$ cat src/rtl/lsm_reg_sequencer_if.sv
// Signal bundle between the LDM/STM sequencer, the control FSM, the register bank and the memory port.
interface lsm_reg_sequencer_if #(
    parameter int ADDR_W = 32
);
    logic              START;
    logic [31:0]       IR;
    logic [ADDR_W-1:0] BASE;
    logic              MEM_ACK;
    logic              BUSY;
    logic              MEM_REQ;
    logic              MEM_WE;
    logic [ADDR_W-1:0] MEM_ADDR;
    logic [3:0]        REG_COUNTER;
    logic              LSM_RD_MUX;
    logic              LAST;
    logic              WRITE_BACK;
    logic [ADDR_W-1:0] WB_DATA;
    logic              DONE;
    logic              PC_FLUSH;

    modport master (
        input  START, IR, BASE, MEM_ACK,
        output BUSY, MEM_REQ, MEM_WE, MEM_ADDR, REG_COUNTER, LSM_RD_MUX,
               LAST, WRITE_BACK, WB_DATA, DONE, PC_FLUSH
    );

    modport slave (
        output START, IR, BASE, MEM_ACK,
        input  BUSY, MEM_REQ, MEM_WE, MEM_ADDR, REG_COUNTER, LSM_RD_MUX,
               LAST, WRITE_BACK, WB_DATA, DONE, PC_FLUSH
    );
endinterface

$ cat src/rtl/lsm_reg_sequencer.sv
// LDM/STM sequencer: walks IR[15:0] one register per memory beat and generates the base writeback.
// Build macro LSM_PC_FLUSH_EN enables PC_FLUSH for an LDM whose list includes R15.
module lsm_reg_sequencer #(
    parameter int ADDR_W     = 32,
    parameter int WORD_BYTES = 4
) (
    input  logic                clk,
    input  logic                rst,
    lsm_reg_sequencer_if.master bus
);
    typedef enum logic [1:0] {
        ST_IDLE = 2'd0,
        ST_XFER = 2'd1,
        ST_WB   = 2'd2,
        ST_FIN  = 2'd3
    } state_t;

    localparam logic [ADDR_W-1:0] STRIDE = ADDR_W'(WORD_BYTES);

    state_t            state_r, state_s;
    logic [15:0]       mask_r, mask_s;
    logic              l_r, l_s;
    logic              w_r, w_s;
    logic [ADDR_W-1:0] addr_r, addr_s;
    logic [ADDR_W-1:0] wb_r, wb_s;
    logic [ADDR_W-1:0] span_s;
    logic [4:0]        count_s;
    logic              busy_r, mem_req_r, mem_we_r, rd_mux_r, last_r, write_back_r, done_r;
    logic [3:0]        reg_counter_r;
    logic              unused_ir_s;
`ifdef LSM_PC_FLUSH_EN
    logic              pc_r, pc_s, pc_flush_r;
`endif

    function automatic logic [4:0] popcount16(input logic [15:0] v);
        logic [4:0] c;
        c = 5'd0;
        for (int i = 0; i < 16; i++) begin
            c = c + {4'd0, v[i]};
        end
        return c;
    endfunction

    function automatic logic [3:0] lowest_set(input logic [15:0] v);
        logic [3:0] idx;
        idx = 4'd0;
        for (int i = 15; i >= 0; i--) begin
            if (v[i]) idx = 4'(i);
            else      idx = idx;
        end
        return idx;
    endfunction

    assign unused_ir_s = ^{bus.IR[31:25], bus.IR[22], bus.IR[19:16]};

    // Next-state logic: list latch, start/writeback address arithmetic and beat advance
    always_comb begin
        state_s = state_r;
        mask_s  = mask_r;
        l_s     = l_r;
        w_s     = w_r;
        addr_s  = addr_r;
        wb_s    = wb_r;
`ifdef LSM_PC_FLUSH_EN
        pc_s    = pc_r;
`endif
        count_s = popcount16(bus.IR[15:0]);
        span_s  = ADDR_W'(count_s) * STRIDE;
        case (state_r)
            ST_IDLE: begin
                if (bus.START) begin
                    mask_s = bus.IR[15:0];
                    l_s    = bus.IR[20];
                    w_s    = bus.IR[21];
`ifdef LSM_PC_FLUSH_EN
                    pc_s   = bus.IR[15];
`endif
                    if (bus.IR[23]) wb_s = bus.BASE + span_s;
                    else            wb_s = bus.BASE - span_s;
                    // Decrementing modes still transfer ascending, from the lowest address
                    case ({bus.IR[24], bus.IR[23]})
                        2'b01:   addr_s = bus.BASE;
                        2'b11:   addr_s = bus.BASE + STRIDE;
                        2'b00:   addr_s = bus.BASE - span_s + STRIDE;
                        default: addr_s = bus.BASE - span_s;
                    endcase
                    if (count_s == 5'd0) state_s = ST_FIN;
                    else                 state_s = ST_XFER;
                end else begin
                    state_s = ST_IDLE;
                end
            end
            ST_XFER: begin
                if (bus.MEM_ACK) begin
                    mask_s = mask_r & (mask_r - 16'd1);
                    addr_s = addr_r + STRIDE;
                    if (mask_s != 16'd0) state_s = ST_XFER;
                    else if (w_r)        state_s = ST_WB;
                    else                 state_s = ST_FIN;
                end else begin
                    state_s = ST_XFER;
                end
            end
            ST_WB:   state_s = ST_FIN;
            ST_FIN:  state_s = ST_IDLE;
            default: state_s = ST_IDLE;
        endcase
    end

    // Sequencer state registers
    always_ff @(posedge clk) begin
        if (!rst) begin
            state_r <= ST_IDLE;
            mask_r  <= 16'd0;
            l_r     <= 1'b0;
            w_r     <= 1'b0;
            addr_r  <= {ADDR_W{1'b0}};
            wb_r    <= {ADDR_W{1'b0}};
`ifdef LSM_PC_FLUSH_EN
            pc_r    <= 1'b0;
`endif
        end else begin
            state_r <= state_s;
            mask_r  <= mask_s;
            l_r     <= l_s;
            w_r     <= w_s;
            addr_r  <= addr_s;
            wb_r    <= wb_s;
`ifdef LSM_PC_FLUSH_EN
            pc_r    <= pc_s;
`endif
        end
    end

    // Output registers, loaded from the next-state view so they line up with state_r
    always_ff @(posedge clk) begin
        if (!rst) begin
            busy_r        <= 1'b0;
            mem_req_r     <= 1'b0;
            mem_we_r      <= 1'b0;
            rd_mux_r      <= 1'b0;
            last_r        <= 1'b0;
            write_back_r  <= 1'b0;
            done_r        <= 1'b0;
            reg_counter_r <= 4'd0;
        end else begin
            busy_r        <= (state_s != ST_IDLE);
            mem_req_r     <= (state_s == ST_XFER);
            mem_we_r      <= (state_s == ST_XFER) && !l_s;
            rd_mux_r      <= (state_s == ST_XFER) && l_s;
            last_r        <= (state_s == ST_XFER) && (popcount16(mask_s) == 5'd1);
            write_back_r  <= (state_s == ST_WB);
            done_r        <= (state_s == ST_FIN);
            reg_counter_r <= lowest_set(mask_s);
        end
    end

`ifdef LSM_PC_FLUSH_EN
    // Refetch request coincident with DONE when an LDM loaded R15
    always_ff @(posedge clk) begin
        if (!rst) pc_flush_r <= 1'b0;
        else      pc_flush_r <= (state_s == ST_FIN) && l_s && pc_s;
    end
    assign bus.PC_FLUSH = pc_flush_r;
`else
    assign bus.PC_FLUSH = 1'b0;
`endif

    assign bus.BUSY        = busy_r;
    assign bus.MEM_REQ     = mem_req_r;
    assign bus.MEM_WE      = mem_we_r;
    assign bus.MEM_ADDR    = addr_r;
    assign bus.REG_COUNTER = reg_counter_r;
    assign bus.LSM_RD_MUX  = rd_mux_r;
    assign bus.LAST        = last_r;
    assign bus.WRITE_BACK  = write_back_r;
    assign bus.WB_DATA     = wb_r;
    assign bus.DONE        = done_r;
endmodule

$ cat src/flat_wrapper.sv
// flat-port wrapper written by rule: the top's interface ports become plain ports
module lsm_reg_sequencer_flat 
#(
    parameter int ADDR_W     = 32,
    parameter int WORD_BYTES = 4
)
  (clk, rst, bus_START, bus_IR, bus_BASE, bus_MEM_ACK, bus_BUSY, bus_MEM_REQ, bus_MEM_WE, bus_MEM_ADDR, bus_REG_COUNTER, bus_LSM_RD_MUX, bus_LAST, bus_WRITE_BACK, bus_WB_DATA, bus_DONE, bus_PC_FLUSH);
  lsm_reg_sequencer_if #(.ADDR_W(ADDR_W)) bus_i ();
  input  logic clk;
  input  logic rst;
  input wire logic [$bits(bus_i.START)-1:0] bus_START;
  input wire logic [$bits(bus_i.IR)-1:0] bus_IR;
  input wire logic [$bits(bus_i.BASE)-1:0] bus_BASE;
  input wire logic [$bits(bus_i.MEM_ACK)-1:0] bus_MEM_ACK;
  output wire logic [$bits(bus_i.BUSY)-1:0] bus_BUSY;
  output wire logic [$bits(bus_i.MEM_REQ)-1:0] bus_MEM_REQ;
  output wire logic [$bits(bus_i.MEM_WE)-1:0] bus_MEM_WE;
  output wire logic [$bits(bus_i.MEM_ADDR)-1:0] bus_MEM_ADDR;
  output wire logic [$bits(bus_i.REG_COUNTER)-1:0] bus_REG_COUNTER;
  output wire logic [$bits(bus_i.LSM_RD_MUX)-1:0] bus_LSM_RD_MUX;
  output wire logic [$bits(bus_i.LAST)-1:0] bus_LAST;
  output wire logic [$bits(bus_i.WRITE_BACK)-1:0] bus_WRITE_BACK;
  output wire logic [$bits(bus_i.WB_DATA)-1:0] bus_WB_DATA;
  output wire logic [$bits(bus_i.DONE)-1:0] bus_DONE;
  output wire logic [$bits(bus_i.PC_FLUSH)-1:0] bus_PC_FLUSH;
  assign bus_i.START = bus_START;
  assign bus_i.IR = bus_IR;
  assign bus_i.BASE = bus_BASE;
  assign bus_i.MEM_ACK = bus_MEM_ACK;
  assign bus_BUSY = bus_i.BUSY;
  assign bus_MEM_REQ = bus_i.MEM_REQ;
  assign bus_MEM_WE = bus_i.MEM_WE;
  assign bus_MEM_ADDR = bus_i.MEM_ADDR;
  assign bus_REG_COUNTER = bus_i.REG_COUNTER;
  assign bus_LSM_RD_MUX = bus_i.LSM_RD_MUX;
  assign bus_LAST = bus_i.LAST;
  assign bus_WRITE_BACK = bus_i.WRITE_BACK;
  assign bus_WB_DATA = bus_i.WB_DATA;
  assign bus_DONE = bus_i.DONE;
  assign bus_PC_FLUSH = bus_i.PC_FLUSH;
  lsm_reg_sequencer #(.ADDR_W(ADDR_W), .WORD_BYTES(WORD_BYTES)) u_core (.clk(clk), .rst(rst), .bus(bus_i));
endmodule
$ cat config.mk
export PLATFORM = sky130hd
export DESIGN_NAME = lsm_reg_sequencer_flat
export DESIGN_NICKNAME = d
export VERILOG_FILES = /design/src/rtl/lsm_reg_sequencer_if.sv /design/src/rtl/lsm_reg_sequencer.sv /design/src/flat_wrapper.sv
export SDC_FILE = /design/constraint.sdc
export NUM_CORES = 1
export LEC_CHECK = 0
export ABC_AREA = 1
export CAP_MARGIN = 20
export CORE_UTILIZATION = 51
export DETAILED_ROUTE_END_ITERATION = 7
export PLACE_DENSITY_LB_ADDON = 0.1
export RECOVER_POWER = 25
export SETUP_SLACK_MARGIN = 0.1
export SYNTH_ARGS = -nofsm -noshare
export SYNTH_HDL_FRONTEND = slang
export SYNTH_SLANG_ARGS = --single-unit
export TNS_END_PERCENT = 20
$ cat constraint.sdc
create_clock -name clk -period 8.9 [get_ports clk]
set_clock_uncertainty 0.2 [all_clocks]
set_input_delay 0.89 -clock clk [delete_from_list [all_inputs] [get_ports clk]]
set_output_delay 0.89 -clock clk [all_outputs]
set_load 0.005 [all_outputs]
Word level (Yosys, flattened, before mapping)
Cells that the tools add are included.

Flip-flop bits (word level): 95. Input bits: 68.

Add/sub/neg operators: 36. Eq/ne operators: 11. Multiplexer cells: 31. Bitwise gates (word level): 2. Reduce and logical (&&, ||, !) cells: 16.

Operators by type and width (count): 5-bit by 1-bit adder with 5-bit output (28); 32-bit by 3-bit adder with 32-bit output, second input constant (3); 32-bit two-way mux (3); 32-bit one-hot mux with 3 select lines (1); 32-bit one-hot mux with 2 select lines (1); 32-bit by 7-bit adder with 32-bit output (1); 16-bit two-way mux (2); 4-bit two-way mux (8); 16-bit one-hot mux with 2 select lines (1); 32-bit by 7-bit subtractor with 32-bit output (1); 16-bit AND (1); 16-bit nonzero test (1); 16-bit by 1-bit subtractor with 16-bit output, second input constant (1); 2-bit two-way mux (6); 3-bit two-way mux (4); 2-bit equality test, second input constant (5); 9-bit OR reduction (1); 2-bit one-hot mux with 4 select lines (1); 2-bit by 1-bit equality test with 1-bit output, second input constant (3); 5-bit by 1-bit equality test with 1-bit output, second input constant (1); 5-bit logical NOT (1); 5-bit OR reduction (1); 1-bit by 1-bit adder with 2-bit output (2); 2-bit logical NOT (2); other kinds (10) (17).

Depth between registers and ports, before layout
Gate-level depths: netlist of the first run.

Depth in word-level cells: 21. Gate-level depth with buffers: 36.

Worst setup path after synthesis of the first run
No wires, ideal clock.

Path type: input to register. Start point: in bus_IR[0]. End point: reg u_core.addr_r[24], in the netlist u_core.bus.MEM_ADDR[24]. Data arrival time: 6144 ps. Required time: 8581 ps. Setup slack: 2437 ps. Stages on the path: 27. Path buffers: 0. Path through: ha_1 > inv_1 > fa_1 > inv_1 > fa_1 > fa_1 > inv_1 > fa_1 > fa_1 > fa_1 > inv_1 > fa_1 > o21ai_1 > ha_1 > inv_1 > nor2_1 > nand3_1 > nor2_2 > nand3_2 > inv_2 > nand3_4 > nor2_1 > nand3_1 > nand3_1 > nand2_1 > nand2_1 > a21oi_1.

Cells in the longest elaborated chain, start to end: 20.

RTL lines: from (decl) (RTL line flat_wrapper.sv:12) `input wire logic [$bits(bus_i.IR)-1:0] bus_IR;`; 1-bit by 1-bit adder with 2-bit output * (RTL line lsm_reg_sequencer.sv:39) `c = c + {4'd0, v[i]};`; 5-bit by 1-bit adder with 5-bit output * (14 in series) (RTL line lsm_reg_sequencer.sv:39); 32-bit by 7-bit subtractor with 32-bit output * (RTL line lsm_reg_sequencer.sv:84, lsm_reg_sequencer.sv:85); 32-bit by 3-bit adder with 32-bit output (RTL line lsm_reg_sequencer.sv:84) `2'b00: addr_s = bus.BASE - span_s + STRIDE;`; 32-bit one-hot mux with 3 select lines * (RTL line lsm_reg_sequencer.sv:81) `case ({bus.IR[24], bus.IR[23]})`; 32-bit two-way mux * (RTL line lsm_reg_sequencer.sv:71) `if (bus.START) begin`; 32-bit one-hot mux with 2 select lines * (RTL line lsm_reg_sequencer.sv:69) `case (state_r)`; to (signal assigned) (RTL line lsm_reg_sequencer.sv:117) `addr_r <= {ADDR_W{1'b0}};`; to (signal assigned) (RTL line lsm_reg_sequencer.sv:127) `addr_r <= addr_s;`; to (decl) (RTL line lsm_reg_sequencer.sv:24) `logic [ADDR_W-1:0] addr_r, addr_s;`.

Every way passes the cells marked *; elsewhere a longest branch is shown, timed or not. The select of a mux whose other input is x is not followed. A chain may end at the register's enable or synchronous reset.

Worst setup path after layout of the first run
Start point: in bus_IR[0]. End point: reg u_core.addr_r[31], in the netlist u_core.bus.MEM_ADDR[31].

Same word-level chain as after synthesis.

==> results of run 1 <==
[metal layers]
metal	global-route usage [%]	wire, um	up-vias
met5	0	0	-
met4	7.69	435	0
met3	5.44	3130	34
met2	50.7	14000	511
met1	50.8	15400	4938
li1	-	-	5388
[critical path: cells and delay by family]
| family | cells | cell delay, ps |
|---|---|---|
| AND/OR/NAND/NOR | 16 | 1780 |
| adder cells (fa/ha/maj) | 8 | 3610 |
| AO/OA/AOI/OAI | 3 | 440 |
| buffers and inverters | 7 | 780 |
[cells in the mapped netlist (3+ instances only)]
cell type | n | area [um^2]
nor2_1 | 152 | 571
clkbuf_8 | 7 | 96.3
xor2_1 | 14 | 123
nand3_1 | 141 | 706
o21ai_1 | 6 | 30.0
o21ai_0 | 102 | 510
nand3_2 | 12 | 120
clkinv_1 | 3 | 11.3
nor3_1 | 16 | 80.1
nand2_4 | 8 | 90.1
nand2_1 | 395 | 1480
a21oi_1 | 127 | 636
ha_1 | 26 | 325
buf_6 | 4 | 45.0
inv_1 | 209 | 785
nand3b_1 | 3 | 22.5
dfxtp_1 | 95 | 1900
o22ai_1 | 4 | 25.0
a31oi_1 | 16 | 100
inv_2 | 11 | 41.3
nor2_2 | 22 | 138
nor2_4 | 15 | 169
nand2_2 | 21 | 131
nand4_1 | 20 | 125
nor4_1 | 8 | 50.1
a211o_1 | 3 | 26.3
nand3_4 | 4 | 70.1
clkbuf_1 | 38 | 143
a21oi_2 | 6 | 52.6
buf_2 | 12 | 60.1
or2_2 | 4 | 25.0
o221ai_1 | 5 | 43.8
o211ai_1 | 27 | 203
and2_1 | 3 | 18.8
fa_1 | 22 | 440
buf_1 | 7 | 26.3
o21bai_1 | 5 | 37.5
o21a_1 | 4 | 30.0
[power breakdown]
| part | total (mW) | internal [mW] | leakage [nW] | switching [mW] |
|---|---|---|---|---|
| registers | 0.605 | 0.524 | 0.784 | 0.0812 |
| logic | 1.76 | 0.661 | 4.34 | 1.10 |
| clock network | 0.424 | 0.225 | 0.151 | 0.199 |
[sequential cells by signal, summed over array words and instances, names as in the netlist]
name,cells
u_core.bus.BUSY,1
u_core.state_r,2
u_core.bus.MEM_WE,1
u_core.bus.LAST,1
u_core.w_r,1
u_core.bus.MEM_ADDR,32
u_core.bus.LSM_RD_MUX,1
u_core.bus.DONE,1
u_core.mask_r,16
u_core.bus.REG_COUNTER,4
u_core.bus.WRITE_BACK,1
u_core.bus.WB_DATA,32
u_core.bus.MEM_REQ,1
u_core.l_r,1
[logic make-up (layout without fill, tap and decap cells)]
family	after synthesis	after routing	share of synthesized area (%)
AO/OA/AOI/OAI	321	321	18.8
XOR/XNOR	16	16	1.44
adder cells (fa/ha/maj)	48	48	7.85
buffers and inverters	296	382	12.8
flip-flops	95	95	19.5
other	1	1	0.0384
AND/OR/NAND/NOR	830	830	39.6
[cell usage in the layout, fill, tap and decap left out, types with 5 or more instances in the layout]
cell,Yosys,final
nor2_1,152,152
nand2_1,395,395
dlygate4sd3_1,0,42
o21bai_1,5,5
a21oi_1,127,127
a21oi_2,6,6
nand2_2,21,21
fa_1,22,22
buf_4,2,12
nand4_1,20,20
nor3_1,16,16
nand3_2,12,12
o21ai_1,6,6
o221ai_1,5,5
nor4_1,8,8
xor2_1,14,14
o211ai_1,27,27
nor2_4,15,15
nand2_4,8,8
a31oi_1,16,16
dfxtp_1,95,95
inv_2,11,11
nor2_2,22,22
clkbuf_16,0,9
inv_1,209,209
nand3_1,141,141
o21ai_0,102,102
ha_1,26,26
clkdlybuf4s50_1,0,88
[worst paths after layout]
kind	start	end	cells after the start
worst max-delay path	bus_IR[0]	u_core.bus.MEM_ADDR[31]	34
worst min-delay path	u_core.w_r	u_core.w_r	2
worst max register to register	u_core.state_r[1]	u_core.bus.LAST	21
worst min register to register	u_core.w_r	u_core.w_r	2
[area by class of cell]
class                           instances  area share (%)
Tap cell                              234            2.58
Multi-Input combinational cell       1216            58.2
Timing Repair Buffer                  142            12.3
Inverter                              224            7.43
Sequential cell                        95            16.8
Clock buffer                            9            1.98
Clock inverter                          7           0.805
==> metrics.yaml, run 1 <==
yosys:
  seq_area_frac_synth_pct: 19.5
  synthFlopType: "dfxtp_1"
  syn-num-nets: 1723
  syn_inst: 1607
  ys_warn_count: 0
  synth_seq_cells: 95
  synth_edf_count: 0
  syn_area_um2: 9750
  yosys.cell_types.count: 59
  ys_async_sr_fraction_pct: 0
  synth.avg_cell_area_um2: 6.07
clock_tree:
  insertion_delay_ps: 360
  clkTransAtPathRegs_ps: 80
  htree_levels: 3
  cts_setup_buffers: 0
  cts_resized: 0
  tritoncts: "done"
  cts_root_buf: "clkbuf_16"
  cts_made_buffers: 9
  clockBufferDepth: 2
  cts_sinks: 95
  ctsHoldBuffers: 0
grt:
  antenna_found_initial: 0
  grt_max_degree: 50
  overflow: 0
  grt_usage_pct: 34.0
  grt_pass1_wl_um: 52400
  grt_pass1_vias: 9629
timing:
  rsz0062_at_grt: "no"
  post-route-period-util_pct: 83.2
  clock.fmax_ghz: 0.135
  tightestPinTransition_ps: 794
  setup_tns_ps: 0
  hold_viol: 0
  fin_hold_ws_ps: 257
  fin_crit_ps: 7410
  slew_violations: 0
  fin_ws_ps: 1490
  setup_viol: 0
  relSlewSlack_pct: 47.0
floorplanning:
  coreArea_um2: 18700
  rows: 50
  start_util_pct: 52.1
  die-area_um2: 19700
  die_w_um: 140
  pin_count: 144
  die_h_um: 140
routing:
  viasPerCell: 5.64
  dr.pass1.iters: 6
  wirelength_um: 33000
  ant_nets: 0
  wire_per_inst_um: 17.1
  dr_total_vias: 10871
  drt_iter0_drc: 1101
  drc: 0
finish:
  stdcell_area_um2: 11400
  utilization_pct: 60.7
  diodes: 0
  layout-drive-gt1-share_pct: 8.27
  fin_nets: 1804
  area_delta_synth_final_pct: 16.4
  finalNonFillerCells: 1927
  multiInputGateArea_um2: 6610
  fillers: 1904
  regArea_um2: 1900
setup_path:
  r2r_slack_ps: 2710
  worst_setup_path_start_kind: "input pin"
  worstPathArrival_ps: 7500
  endpoint_kind: "flop"
  cp_slowest_stage_delay_ps: 520
  worstPathMaxFanout: 9
  worstPathRequired_ps: 8990
  cpMostUsedCell: "nand2_1"
  criticalPathCategory: "in2reg"
  slowest_stage: "fa_1"
placed_design:
  place_hpwl_um: 25600
  globalplace.congestion: 0.992
  dpl_cell_area_um2: 11000
  placed_cells: 1911
  dpl_worst_slack_ps: 1150
  portBuffers: 130
pwr:
  peakVddDrop_v: 0.000613
  power_leakage_nw: 5.27
  finalPower_mw: 2.79
  p_per_area_nw_per_um2: 246
worst_hold_path:
  worst_hold_path_type: "reg2reg"
run:
  maxCapViolCount: 0
status:
  status: "finished clean"
No activity file was read; power rests on OpenSTA's default activity.
==> run 2, diff against run 1 <==
==> constraint.sdc (replaced) <==
create_clock -name clk -period 7.2 [get_ports clk]
set_clock_uncertainty 0.2 [all_clocks]
set_input_delay 0.72 -clock clk [delete_from_list [all_inputs] [get_ports clk]]
set_output_delay 0.72 -clock clk [all_outputs]
set_load 0.005 [all_outputs]
==> metrics.yaml, run 2 (synthesis gave the netlist of run 1 again) <==
grt:
  grt_pass1_wl_um: 52100
  grt_pass1_vias: 9764
  overflow: 0
  antenna_found_initial: 0
  grt_usage_pct: 33.7
  grt_max_degree: 47
timing:
  post-route-period-util_pct: 95.0
  tightestPinTransition_ps: 904
  rsz0062_at_grt: "no"
  setup_tns_ps: 0
  hold_viol: 0
  relSlewSlack_pct: 39.4
  slew_violations: 0
  setup_viol: 0
  clock.fmax_ghz: 0.146
  fin_crit_ps: 6840
  fin_ws_ps: 359
setup_path:
  cp_slowest_stage_delay_ps: 550
  r2r_start: "u_core.state_r[0]"
  slowest_stage: "fa_2"
  r2r_cells: 18
  r2r_end: "u_core.bus.LAST"
  worst_setup_path_start_kind: "input pin"
  worstPathArrival_ps: 6880
  criticalPathCategory: "in2reg"
  worstPathRequired_ps: 7240
  endpoint_kind: "flop"
  r2r_slack_ps: 1470
  cp_top_family: "adder cells"
  path_buf_inv: 7
  worstPathMaxFanout: 7
clock_tree:
  clkTransAtPathRegs_ps: 70
  clockBufferDepth: 2
  cts_root_buf: "clkbuf_16"
  htree_levels: 3
  tritoncts: "done"
  cts_sinks: 95
  insertion_delay_ps: 360
  cts_made_buffers: 9
placed_design:
  dpl_cell_area_um2: 11400
  portBuffers: 130
  globalplace.congestion: 1.01
  placed_cells: 1966
  place_hpwl_um: 25700
  dpl_worst_slack_ps: -215
floorplanning:
  die_w_um: 140
  coreArea_um2: 18700
  start_util_pct: 52.1
  pin_count: 144
  die-area_um2: 19700
  rows: 50
  die_h_um: 140
pwr:
  finalPower_mw: 3.62
  power_leakage_nw: 5.58
  p_per_area_nw_per_um2: 305
  peakVddDrop_v: 0.000531
finish:
  finalNonFillerCells: 1986
  layout-drive-gt1-share_pct: 12.2
  stdcell_area_um2: 11900
  area_delta_synth_final_pct: 21.9
  fin_nets: 1863
  layout_common_cells: "nand2_1 (392), inv_1 (208), nor2_1 (150), nand3_1 (139), a21oi_1 (127)"
  diodes: 0
  final_common_cell: "nand2_1"
worst_hold_path:
  holdPathStages: 2
  worst_hold_path_type: "reg2reg"
  min_to: "u_core.w_r"
  hp-start: "u_core.w_r"
status:
  status: "finished clean"
routing:
  dr.pass1.iters: 6
  drc: 0
  dr_total_vias: 11044
  ant_nets: 0
  wire_per_inst_um: 16.7
  wirelength_um: 33100
  drt_iter0_drc: 1011
  viasPerCell: 5.56
run:
  maxCapViolCount: 0
[run 2: final cells by class]
cell class                 count  area (um^2)
multi-input combinational   1216         6700
tap                          234          293
sequential                    95         1900
fill                        1835         6820
clock buffer                  10          239
inverter                     224          843
clock inverter                 6         75.1
timing repair buffer         201         1830
[run 2: metal layers]
metal  track usage, %  part of all wire (%)  vias up
li1                 -                     -     5506
met3             7.59                    11       41
met2             50.1                    42      528
met1             49.0                    45     4969
met4             8.21                   1.9        0
met5                0                     0        -
[run 2: timing repair]
item                       CTS  global route
buffers inserted             0             4
hold buffers                 0             0
resized for setup            0            25
setup endpoints to repair    0            39
[run 2: tightest hold or removal path, stage by stage, from the launching register on]
cell and delay, ps:
dfxtp_1 300, inv_1 60, a21oi_1 50
[run 2: power breakdown]
| part | switching [mW] | internal (mW) | leakage (nW) | total, mW |
|---|---|---|---|---|
| Combinational | 1.41 | 0.939 | 4.64 | 2.34 |
| Clock | 0.242 | 0.285 | 0.152 | 0.527 |
| Sequential | 0.101 | 0.647 | 0.784 | 0.749 |
[run 2: how the worst max path moves through the flow]
stage	from	endpoint	slack, ps	cells past startpoint
floorplan	bus_IR[0]	u_core.bus.MEM_ADDR[24]	910	27
global placement	bus_IR[0]	u_core.bus.MEM_ADDR[27]	-140	33
detailed placement	bus_IR[1]	u_core.bus.MEM_ADDR[27]	-220	33
CTS	bus_IR[1]	u_core.bus.MEM_ADDR[27]	150	33
global route	bus_IR[1]	u_core.bus.MEM_ADDR[26]	90	34
finish	bus_IR[1]	u_core.bus.MEM_ADDR[18]	360	27
[run 2: metrics by stage]
step,hold WS (ps),util (%)
2_1_floorplan,225,-
3_3_place_gp,238,61.2
3_5_place_dp,247,61.2
4_1_cts,256,62.9
5_1_grt,274,63.5
6_report,260,63.5
==> run 3, diff against run 2 <==
--- a/config.mk
+++ b/config.mk
@@ -9,7 +9,7 @@
 export CAP_MARGIN = 20
 export CORE_UTILIZATION = 51
 export DETAILED_ROUTE_END_ITERATION = 7
-export PLACE_DENSITY_LB_ADDON = 0.1
+export PLACE_DENSITY = 0.81
 export RECOVER_POWER = 25
 export SETUP_SLACK_MARGIN = 0.1
 export SYNTH_ARGS = -nofsm -noshare
==> metrics.yaml, run 3 (synthesis gave the netlist of run 1 again) <==
finish:
  stdcell_area_um2: 11800
  final_common_cell: "nand2_1"
  diodes: 0
  layout_common_cells: "nand2_1 (393), inv_1 (209), nor2_1 (151), nand3_1 (139), a21oi_1 (126)"
  fin_nets: 1855
  area_delta_synth_final_pct: 20.9
  utilization_pct: 63.0
  finalNonFillerCells: 1977
  layout-drive-gt1-share_pct: 11.5
setup_path:
  endpoint_kind: "flop"
  criticalPathCategory: "in2reg"
  worstPathArrival_ps: 6900
  path_buf_inv: 6
  cp_slowest_stage_delay_ps: 540
  worstPathRequired_ps: 7290
  slowest_stage: "fa_2"
  worst_setup_path_start_kind: "input pin"
  worstPathMaxFanout: 9
  cp_top_family: "adder cells"
routing:
  wirelength_um: 32200
  wire_per_inst_um: 16.3
  drt_iter0_drc: 1303
  drc: 0
  dr.pass1.iters: 5
  dr_total_vias: 11141
  ant_nets: 0
  viasPerCell: 5.64
timing:
  setup_viol: 0
  rsz0062_at_grt: "yes"
  fin_crit_ps: 6810
  fin_ws_ps: 389
  relSlewSlack_pct: 47.1
  slew_violations: 0
  tightestPinTransition_ps: 792
  post-route-period-util_pct: 94.6
  clock.fmax_ghz: 0.147
  fin_hold_ws_ps: 254
  hold_viol: 0
  setup_tns_ps: 0
pwr:
  power_leakage_nw: 5.53
  finalPower_mw: 3.57
  power_frac_comb_pct: 64.8
  p_per_area_nw_per_um2: 303
  internal_power_mw: 1.86
  peakVddDrop_v: 0.000670
  p_sw_share_pct: 48.0
  switchingPower_mw: 1.71
  seq_power_share_pct: 21.0
  p_clk_share_pct: 14.2
clock_tree:
  cts_root_buf: "clkbuf_16"
  cts_setup_buffers: 0
  clockBufferDepth: 2
  insertion_delay_ps: 350
  cts_made_buffers: 9
  htree_levels: 3
  clkTransAtPathRegs_ps: 70
  cts_sinks: 95
  tritoncts: "done"
placed_design:
  placed_cells: 1962
  dpl_worst_slack_ps: -214
  globalplace.congestion: 0.972
  portBuffers: 130
  place_hpwl_um: 25000
  dpl_cell_area_um2: 11400
grt:
  grt_usage_pct: 32.8
  grt_pass1_wl_um: 51000
  overflow: 0
  grt_max_degree: 47
  antenna_found_initial: 0
  grt_pass1_vias: 9830
floorplanning:
  pin_count: 144
  rows: 50
  start_util_pct: 52.1
  coreArea_um2: 18700
  die_h_um: 140
  die_w_um: 140
  die-area_um2: 19700
status:
  status: "finished clean"
worst_hold_path:
  worst_hold_path_type: "reg2reg"
run:
  maxCapViolCount: 0
## run 3: final cells by class
class,instances,area [um^2]
fill,1718,6920
multi-input combinational,1216,6670
sequential,95,1900
timing repair buffer,193,1770
inverter,224,843
tap,234,293
clock buffer,11,253
clock inverter,4,52.6
## run 3: worst min-delay path, stage by stage (launching register included)
cell     delay [ps]
dfxtp_1         300
inv_1            60
a21oi_1          50
## run 3: power by group through the flow
| stage | Clock, mW | Combinational, mW | Sequential [mW] |
|---|---|---|---|
| finish | 0.507 | 2.31 | 0.751 |
| global route | 0.536 | 2.57 | 0.768 |
| floorplan | 0 | 1.50 | 0.748 |
| global placement | 0 | 2.19 | 0.758 |
| detailed placement | 0 | 2.25 | 0.760 |
| CTS | 0.516 | 2.26 | 0.750 |
## run 3: metal layers
metal	vias up	wire length, um	track usage [%]
li1	5490	-	-
met1	5069	14300	47.2
met2	542	14300	51.5
met3	40	3050	4.21
met4	0	613	8.39
met5	-	0	0
## run 3: what timing repair did
item	4_1_cts	5_1_grt
resized for setup	0	17
endpoints found under the setup margin	0	36
hold buffers	0	0
## run 3: final timing paths
kind / cells after the start / slack (ps) / end / startpoint
max: 30 / 390 / u_core.bus.MEM_ADDR[20] / bus_IR[0]
min: 2 / 250 / u_core.w_r / u_core.w_r
max reg2reg: 19 / 1260 / u_core.bus.LAST / u_core.state_r[1]
min reg2reg: 2 / 250 / u_core.w_r / u_core.w_r
